## config.mk

```make
export PLATFORM = sky130hd
export DESIGN_NAME = axi_wr_burst
export DESIGN_NICKNAME = d
export VERILOG_FILES = /design/src/rtl/axi_wr_burst.sv
export SDC_FILE = /design/constraint.sdc
export NUM_CORES = 1
export LEC_CHECK = 0
export BUFFER_PORTS_ARGS = -buffer_cell sky130_fd_sc_hd__buf_2
export CAP_MARGIN = 20
export CORE_AREA = 2 2 494 496
export CTS_CLUSTER_DIAMETER = 150
export DETAILED_ROUTE_END_ITERATION = 10
export DIE_AREA = 0 0 496 498
export PLACE_DENSITY = 0.3
export RECOVER_POWER = 50
export SLEW_MARGIN = 10
export SYNTH_ARGS = -nofsm -noshare
export SYNTH_HDL_FRONTEND = slang
export SYNTH_SLANG_ARGS = --single-unit
```

## constraint.sdc

```tcl
create_clock -name clk -period 3.36 [get_ports clk]
set_clock_uncertainty 0.05 [all_clocks]
set_input_delay 0.672 -clock clk [delete_from_list [all_inputs] [get_ports clk]]
set_output_delay 0.672 -clock clk [all_outputs]
set_load 0.05 [all_outputs]
```

## src/rtl/axi_wr_burst.sv

```systemverilog
// axi_wr_burst: write-side DMA engine. Takes the 512-bit result-buffer beat
// stream and writes it to host memory as AXI4 INCR bursts of up to 64 beats
// (4 KB each), starting at a 4 KB-aligned destination address.
//
// Handshake rule for every channel (upstream beat, AW, W, B): a transfer
// happens on the rising edge where valid and ready are both high; a valid
// source holds its payload stable until that edge.
module axi_wr_burst #(
  parameter int MAX_OUTST   = 8,
  parameter int BURST_BEATS = 64
) (
  input  logic         clk,
  input  logic         rst_n,
  input  logic         start,
  input  logic [63:0]  dest_addr,
  input  logic [31:0]  decompression_length,
  input  logic [511:0] data_i,
  input  logic         valid_i,
  input  logic         last_i,
  output logic         ready_o,
  output logic [63:0]  m_awaddr,
  output logic [7:0]   m_awlen,
  output logic         m_awvalid,
  input  logic         m_awready,
  output logic [511:0] m_wdata,
  output logic [63:0]  m_wstrb,
  output logic         m_wlast,
  output logic         m_wvalid,
  input  logic         m_wready,
  input  logic [1:0]   m_bresp,
  input  logic         m_bvalid,
  output logic         m_bready,
  output logic         done,
  output logic         error,
  output logic [2:0]   dbg_state_o
);

  typedef enum logic [2:0] {
    S_IDLE  = 3'd0,
    S_ADDR  = 3'd1,
    S_DATA  = 3'd2,
    S_DRAIN = 3'd3,
    S_DONE  = 3'd4
  } state_t;

  localparam logic [25:0] BURST_W  = 26'(BURST_BEATS);
  localparam logic [7:0]  FULL_LEN = 8'(BURST_BEATS - 1);
  localparam logic [3:0]  OUTST_W  = 4'(MAX_OUTST);

  state_t       state_q, state_d;
  logic         hold_q, hold_d;       // burst finished, waiting for a free outstanding slot
  logic [3:0]   outst_q, outst_d;
  logic [63:0]  aw_addr_q;
  logic [25:0]  beats_left_q;         // beats of the transfer not yet written
  logic [7:0]   awlen_q;
  logic [7:0]   beat_q;               // beat index inside the current burst
  logic [5:0]   len_lo_q;
  logic         error_q;
  logic         done_q;

  logic w_active, aw_hs, w_hs, b_hs, last_beat;

  // W pass-through, AW request and handshake decode.
  always_comb begin
    w_active  = (state_q == S_DATA) && !hold_q;
    m_wvalid  = valid_i & w_active;
    ready_o   = m_wready & w_active;
    m_wdata   = data_i;
    m_wlast   = (beat_q == awlen_q);
    last_beat = (beats_left_q == 26'd1);
    m_awvalid = (state_q == S_ADDR);
    m_awaddr  = aw_addr_q;
    m_awlen   = (beats_left_q >= BURST_W) ? FULL_LEN : 8'(beats_left_q - 26'd1);
    m_bready  = 1'b1;
    aw_hs     = m_awvalid & m_awready;
    w_hs      = m_wvalid & m_wready;
    b_hs      = m_bvalid & m_bready;
    done        = done_q;
    error       = error_q;
    dbg_state_o = state_q;
  end

  // Byte strobes: a partial final beat only enables its low len[5:0] bytes.
  always_comb begin
    m_wstrb = '1;
    if (last_beat && (len_lo_q != 6'd0)) begin
      for (int i = 0; i < 64; i++) begin
        m_wstrb[i] = (6'(i) < len_lo_q);
      end
    end
  end

  // Outstanding-burst counter: AW adds, B removes, both together cancel.
  always_comb begin
    outst_d = outst_q;
    if (aw_hs && !(b_hs && outst_q != 4'd0)) begin
      outst_d = outst_q + 4'd1;
    end else if (!aw_hs && b_hs && outst_q != 4'd0) begin
      outst_d = outst_q - 4'd1;
    end
  end

  // Next-state logic for the burst sequencer.
  always_comb begin
    state_d = state_q;
    hold_d  = hold_q;
    case (state_q)
      S_IDLE: begin
        if (start) begin
          state_d = (decompression_length == 32'd0) ? S_DONE : S_ADDR;
        end
      end
      S_ADDR: begin
        if (aw_hs) begin
          state_d = S_DATA;
          hold_d  = 1'b0;
        end
      end
      S_DATA: begin
        if (hold_q) begin
          if (outst_q < OUTST_W) begin
            state_d = S_ADDR;
            hold_d  = 1'b0;
          end
        end else if (w_hs && m_wlast) begin
          if (last_beat) begin
            state_d = S_DRAIN;
          end else if (outst_d < OUTST_W) begin
            state_d = S_ADDR;
          end else begin
            hold_d = 1'b1;
          end
        end
      end
      S_DRAIN: begin
        if (outst_q == 4'd0) begin
          state_d = S_DONE;
        end
      end
      S_DONE:  state_d = S_IDLE;
      default: state_d = S_IDLE;
    endcase
  end

  // State, counters and sticky status registers.
  always_ff @(posedge clk) begin
    if (!rst_n) begin
      state_q      <= S_IDLE;
      hold_q       <= 1'b0;
      outst_q      <= 4'd0;
      aw_addr_q    <= 64'd0;
      beats_left_q <= 26'd0;
      awlen_q      <= 8'd0;
      beat_q       <= 8'd0;
      len_lo_q     <= 6'd0;
      error_q      <= 1'b0;
      done_q       <= 1'b0;
    end else begin
      state_q <= state_d;
      hold_q  <= hold_d;
      outst_q <= outst_d;
      done_q  <= (state_q == S_DONE);
      if (state_q == S_IDLE && start) begin
        aw_addr_q    <= dest_addr & ~64'hFFF;
        beats_left_q <= decompression_length[31:6] + {25'd0, |decompression_length[5:0]};
        len_lo_q     <= decompression_length[5:0];
        error_q      <= 1'b0;
      end
      if (aw_hs) begin
        awlen_q   <= m_awlen;
        beat_q    <= 8'd0;
        aw_addr_q <= aw_addr_q + 64'd4096;
      end
      if (w_hs) begin
        beats_left_q <= beats_left_q - 26'd1;
        beat_q       <= beat_q + 8'd1;
        if (last_i != m_wlast) begin
          error_q <= 1'b1;
        end
      end
      if (b_hs && m_bresp != 2'b00) begin
        error_q <= 1'b1;
      end
    end
  end

endmodule
```

==> results of run 1 <==
cells by family after synthesis:
kind of cell / count (synthesis) / synth area share
AO/OA/AOI/OAI: 242 / 0.1321
XOR/XNOR: 51 / 0.03955
adder cells (fa/ha/maj): 9 / 0.009971
buffers and inverters: 613 / 0.3807
flip-flops: 110 / 0.1950
multiplexers: 14 / 0.01440
other: 2 / 0.0006650
AND/OR/NAND/NOR: 506 / 0.2277
placed cells by master, fill, tap and decap left out, types with 10 or more instances in the layout:
master and instances:
buf_2 162, nand2_1 159, dfxtp_1 107, nor2_1 94
buf_4 83, a21oi_1 78, nand3_1 67, buf_6 47
o21ai_0 40, nand4_1 32, xnor2_1 28, nor3_1 27
xor2_1 23, a31oi_1 23, and3_1 20, inv_1 17
nor4_1 16, or3_1 15, a211oi_1 14, conb_1 14
buf_12 14, diode_2 11, o21ai_1 11, clkbuf_16 11
and2_1 10, o211ai_1 10, buf_8 10
layout make-up:
type	count	share of cell area
multi-input combinational	836	0.3581
tap	3202	0.2840
timing repair buffer	319	0.1736
inverter	19	0.005233
sequential	110	0.1564
clock buffer	10	0.01623
clock inverter	6	0.004523
antenna	11	0.001951
power by group through the flow:
stage	Clock [mW]	Sequential (mW)	Combinational, mW
CTS	1.40	1.94	3.72
detailed placement	0	1.97	3.67
global route	1.41	1.99	3.96
finish	1.27	1.94	3.60
global placement	0	1.96	3.70
floorplan	0	2.36	3.30
stage by stage:
step	TNS, ps	util
after floorplan	0	-
after global placement	-52.44	0.05400
after detailed placement	-3.051	0.05400
after CTS	-4751	0.05646
after global routing	-8721	0.05831
final	-623.2	0.05833
what timing repair did:
item / 4_1_cts / 5_1_grt
endpoints found under the setup margin: 62 / 62
cloned: 0 / 2
setup buffers: 4 / 3
resized for setup: 95 / 121
pin swaps: 4 / 3
metal layers:
metal | wire length, um | vias up
met3 | 27610 | 356
met4 | 9106 | 0
met1 | 22710 | 4378
met5 | 0 | -
met2 | 49870 | 751
li1 | - | 4257
worst max-delay path, stage by stage, from the launching register on:
cell and delay [ps]:
dfxtp_2 340, nor4_2 260, buf_4 160, nand4_1 80
buf_4 150, nor3_4 280, buf_12 160, buf_6 90
and2_4 150, buf_12 140, nand2_4 60, or2_4 230
buf_8 150
how the worst max path moves through the flow:
stage	start	to	slack (ps)
after floorplan	beats_left_q[10]	m_wstrb[6]	310
after global placement	beats_left_q[15]	m_wstrb[15]	-20
after detailed placement	beats_left_q[15]	m_wstrb[10]	-3
after CTS	beats_left_q[9]	m_wstrb[15]	-150
after global routing	beats_left_q[18]	m_wstrb[43]	-240
final	beats_left_q[6]	m_wstrb[6]	-70
registers in the layout (all words and copies together), names as in the netlist:
name	count
error	1
m_awaddr	52
beats_left_q	26
hold_q	1
outst_q	4
beat_q	8
awlen_q	8
len_lo_q	6
done	1
dbg_state_o	3
==> flow_summary_export.csv, run 1 <==
group,metric,value,unit
timing,whs,405.0,ps
floorplan,die_h,498,um
worst_setup_path,r2r_end,"m_awaddr[57]",
clocking,path_clk_slew,110,ps
power,power,6.812,mW
timing,setup_viol,24,
grt,grt_remaining_overflow,0,
timing,fin_crit,3433,ps
worst_setup_path,r2r_cells,7,
floorplan,pin_count,1276,
place,place_hpwl,96.36,mm
min_path,whs_endpoint,"m_awaddr[45]",
clocking,cts_sinks,110,
timing,finalHoldViolations,0,
logic_synthesis,yosysSeqAreaShare,0.1950,
min_path,hold_depth,3,
logic_synthesis,async_flop_share,0,
worst_setup_path,crit_path_start_kind,"register",
logic_synthesis,netlist_top_cells_count,"buf_4 (528), nand2_1 (165), dfxtp_1 (110)",
outcome,outcome,"finished with violations",
floorplan,fp.dieArea,247000,sq um
grt,grt_max_degree,81,
logic_synthesis,synth_ff_type,"dfxtp_1",
grt,grt_first_pass_wirelength,129.8,mm
grt,top_usage_layer,"met2",
power,p_int,3.204,mW
timing,max_freq,291.3,MHz
worst_setup_path,cp-end-kind,"primary output",
grt,use_met3,0.09762,
place,placed_cells,4479,
power,pwr-share-comb,0.529,
worst_setup_path,reg2reg_slack,520,ps
detailed_routing,drc_errors,0,
logic_synthesis,syn_area,11290,sq um
grt,grt.met2_usage,0.1341,
clocking,cts_made_buffers,9,
logic_synthesis,synth_top_area_cell,"buf_4",
finish,nNetsFinal,1922,
min_path,hp-class,"in -> reg",
power,ir_drop,0.2671,mV
grt,grt_use_total,0.08472,
logic_synthesis,synth.most_common_cell,"buf_4",
finish,seq_area,2206,sq um
detailed_routing,wl_per_cell,24.22,um
floorplan,die_w,496,um
floorplan,coreArea,241900,sq um
clocking,worstSkewPairLatency,450,ps
run,drv_cap,0,
logic_synthesis,syn_area_per_cell,7.300,sq um
finish,fillers,28750,
detailed_routing,first_pass_iters,5,
worst_setup_path,reg2reg_from,"dbg_state_o[0]",
worst_setup_path,arrival,2710,ps
clocking,hold_buffers,0,
timing,max_slew.worst_pin.slew,1089,ps
logic_synthesis,synthDistinctLibCells,74,
logic_synthesis,yosysTopAreaCellShare,0.3510,
logic_synthesis,syn_inst,1547,
finish,fin_area,14110,sq um
finish,area_growth,24.92,%
min_path,hp-start,"dest_addr[45]",
outcome,violations,"setup timing",
detailed_routing,num_vias,9742,
floorplan,initial_utilization,0.04669,
finish,multi_input_area,5052,sq um
detailed_routing,wirelength,109.3,mm
worst_setup_path,cp.required,2640,ps
place,portBuffers,225,
power,seqPwrFrac,0.285,
logic_synthesis,synthTopCellsByArea,"buf_4 (35%), dfxtp_1 (19%), nand2_1 (5.5%)",
place,gp_congestion,0.7691,
clocking,clock_tree.root_cell,"clkbuf_16",
power,powerDensity,482.9,nW/um^2
timing,rsz0062_at_grt,"true",
power,clkPwrFrac,0.186,
power,leakage,4.202,nW
power,sw_frac_of_total,0.5297,
grt,use_met1,0.05047,
place,post_dp_cell_area,13060,sq um
timing,timing.final.ws_setup,-72.93,ps
timing,slew_headroom,0.2737,
logic_synthesis,ys_warn_count,0,
clocking,clockBufferDepth,2,
clocking,cts_tree,"done",
floorplan,num_rows,181,
timing,min_period_over_period,1.022,
logic_synthesis,synth_edf_count,0,
worst_setup_path,cp_max_fo,5,
logic_synthesis,ys_ff_latch,110,
finish,fin_cells,4513,
clocking,htree_levels,3,
detailed_routing,drt_iter0_markers,521,
grt,antenna_found_initial,9,
place,dp_slack,-3.051,ps
grt,grt_pass1_vias,9407,
worst_setup_path,path_class,"reg -> out",
timing,slew_viol_final,0,
detailed_routing,postRouteAntennaNets,0,
detailed_routing,via_per_inst,2.159,
power,p_sw,3.608,mW
finish,drive_gt1_frac,0.3092,
No activity file was read; power rests on OpenSTA's default activity.
==> inputs of run 2 (changes only) <==
- CELL_PAD_IN_SITES_DETAIL_PLACEMENT: not set -> 0
- CELL_PAD_IN_SITES_GLOBAL_PLACEMENT: not set -> 1
- CORE_AREA: 2 2 494 496 -> 2 2 496 498
- DIE_AREA: 0 0 496 498 -> 0 0 498 500
- PLACE_DENSITY: 0.3 -> 0.32
- clock period: 3.36 -> 4.2 ns (I/O delays scaled with it)
==> flow_summary_export.csv, run 2 (same netlist as run 1, synthesis figures left out) <==
group,metric,value,unit
outcome,outcome,"finished with violations",
outcome,violations,"capacitance limit, slew limit",
detailed_routing,wl_per_cell,24.75,um
worst_setup_path,cp-end-kind,"primary output",
timing,rsz0062_at_grt,"false",
power,ir_drop,0.2412,mV
detailed_routing,drc_errors,0,
floorplan,coreArea,244300,sq um
place,gp_congestion,0.7048,
power,powerDensity,413.8,nW/um^2
worst_setup_path,cp.required,3310,ps
timing,fin_setup_tns,0,ps
finish,nNetsFinal,1880,
worst_setup_path,cp_max_fo,12,
finish,final_common_cell,"buf_2",
detailed_routing,via_per_inst,2.143,
detailed_routing,postRouteAntennaNets,0,
clocking,cts_setup_buffers,0,
clocking,clockBufferDepth,2,
timing,slew_headroom,-0.7530,
clocking,cts_sinks,110,
worst_setup_path,cp_slowest_stage_delay,400,ps
timing,min_period_over_period,0.9413,
timing,slew_viol_final,27,
grt,grt_use_total,0.08598,
worst_setup_path,path_class,"reg -> out",
floorplan,pin_count,1276,
timing,finalHoldViolations,0,
worst_setup_path,arrival,3060,ps
grt,antenna_found_initial,24,
worst_setup_path,crit_path_start_kind,"register",
timing,setup_viol,0,
clocking,cts_made_buffers,9,
place,post_dp_cell_area,12780,sq um
clocking,worstSkewPairLatency,450,ps
power,power,5.425,mW
timing,max_freq,252.9,MHz
floorplan,die_w,498,um
finish,final_cell_mix,"buf_2 (225), nand2_1 (165), dfxtp_1 (110), nor2_1 (93), a21oi_1 (78)",
run,drv_cap,1,
finish,drive_gt1_frac,0.2631,
worst_setup_path,cp_slowest_cell,"dfxtp_1",
clocking,path_clk_slew,110,ps
floorplan,die_h,500,um
clocking,htree_levels,3,
floorplan,num_rows,182,
timing,fin_crit,3954,ps
clocking,cts_resized,0,
grt,grt_pass1_vias,9600,
finish,largest_reg_flops,52,
grt,grt_remaining_overflow,0,
clocking,cts_tree,"done",
detailed_routing,wirelength,110.9,mm
clocking,clock_tree.root_cell,"clkbuf_16",
detailed_routing,first_pass_iters,5,
min_path,hp-class,"reg -> reg",
grt,grt_first_pass_wirelength,133.1,mm
worst_setup_path,path_cells,"nor4_2 -> buf_4 -> nand2_1 -> nor3_4 -> buf_12 -> and3_1 -> inv_1 -> or3_1 -> buf_2",
timing,max_slew.worst_pin.slew,2629,ps
floorplan,fp.dieArea,249000,sq um
place,portBuffers,225,
power,leakage,3.698,nW
clocking,hold_buffers,0,
finish,area_growth,16.08,%
finish,fin_area,13110,sq um
detailed_routing,drt_iter0_markers,481,
detailed_routing,num_vias,9606,
place,place_hpwl,97.89,mm
floorplan,initial_utilization,0.04622,
grt,grt_max_degree,58,
## run 2: cell types whose count changed in the layout (fill, tap and decap cells not counted), sizes merged
cell | before | now
clkbuf | 13 | 10
inv | 22 | 21
clkinvlp | 1 | 0
diode | 11 | 4
bufinv | 0 | 1
clkinv | 2 | 4
buf | 316 | 276
## run 2: worst paths after layout
check,from,endpoint,slack [ps],cells after the start
max reg2reg,m_awaddr[32],m_awaddr[63],1230,6
max,beats_left_q[10],m_wstrb[12],250,9
min,awlen_q[2],awlen_q[2],430,2
min reg2reg,awlen_q[2],awlen_q[2],430,2
## run 2: worst max-delay path, delay by kind of cell, from the launching register on
| kind | cells | cell delay (ps) |
|---|---|---|
| flops | 1 | 400 |
| buf+inv | 4 | 780 |
| simple gates | 5 | 1380 |
## run 2: final cells by class
| cell class | instances | area (sq um) |
|---|---|---|
| Sequential cell | 110 | 2202 |
| Antenna cell | 4 | 10.01 |
| Multi-Input combinational cell | 836 | 4883 |
| Fill cell | 29010 | 231200 |
| Clock buffer | 9 | 225.2 |
| Timing Repair Buffer | 277 | 1588 |
| Clock inverter | 7 | 98.84 |
| Tap cell | 3220 | 4029 |
| Inverter | 19 | 72.57 |
## run 2: metal layers
metal,up-vias,track usage,share of wire
li1,4159,-,-
met1,4284,0.05560,0.23
met2,799,0.1329,0.44
met3,354,0.09754,0.25
met4,10,0.06420,0.081
met5,-,0.01177,0.0041
## run 2: where the power goes
| group | leakage (nW) | switching [mW] | internal, mW |
|---|---|---|---|
| Combinational | 2.64 | 1.96 | 0.779 |
| Sequential | 0.903 | 0.321 | 1.26 |
| Clock | 0.159 | 0.622 | 0.485 |
| Total | 3.70 | 2.90 | 2.52 |
## run 2: metrics by stage
stage	worst slack, ps	hold slack [ps]	util	cells
floorplan	982.4	399.6	-	1559
global placement	657.8	416.8	0.05229	4462
detailed placement	644.6	419.9	0.05230	4462
CTS	86.82	435.6	0.05362	4478
global route	26.56	456.3	0.05363	4480
finish	246.5	432.8	0.05365	4482
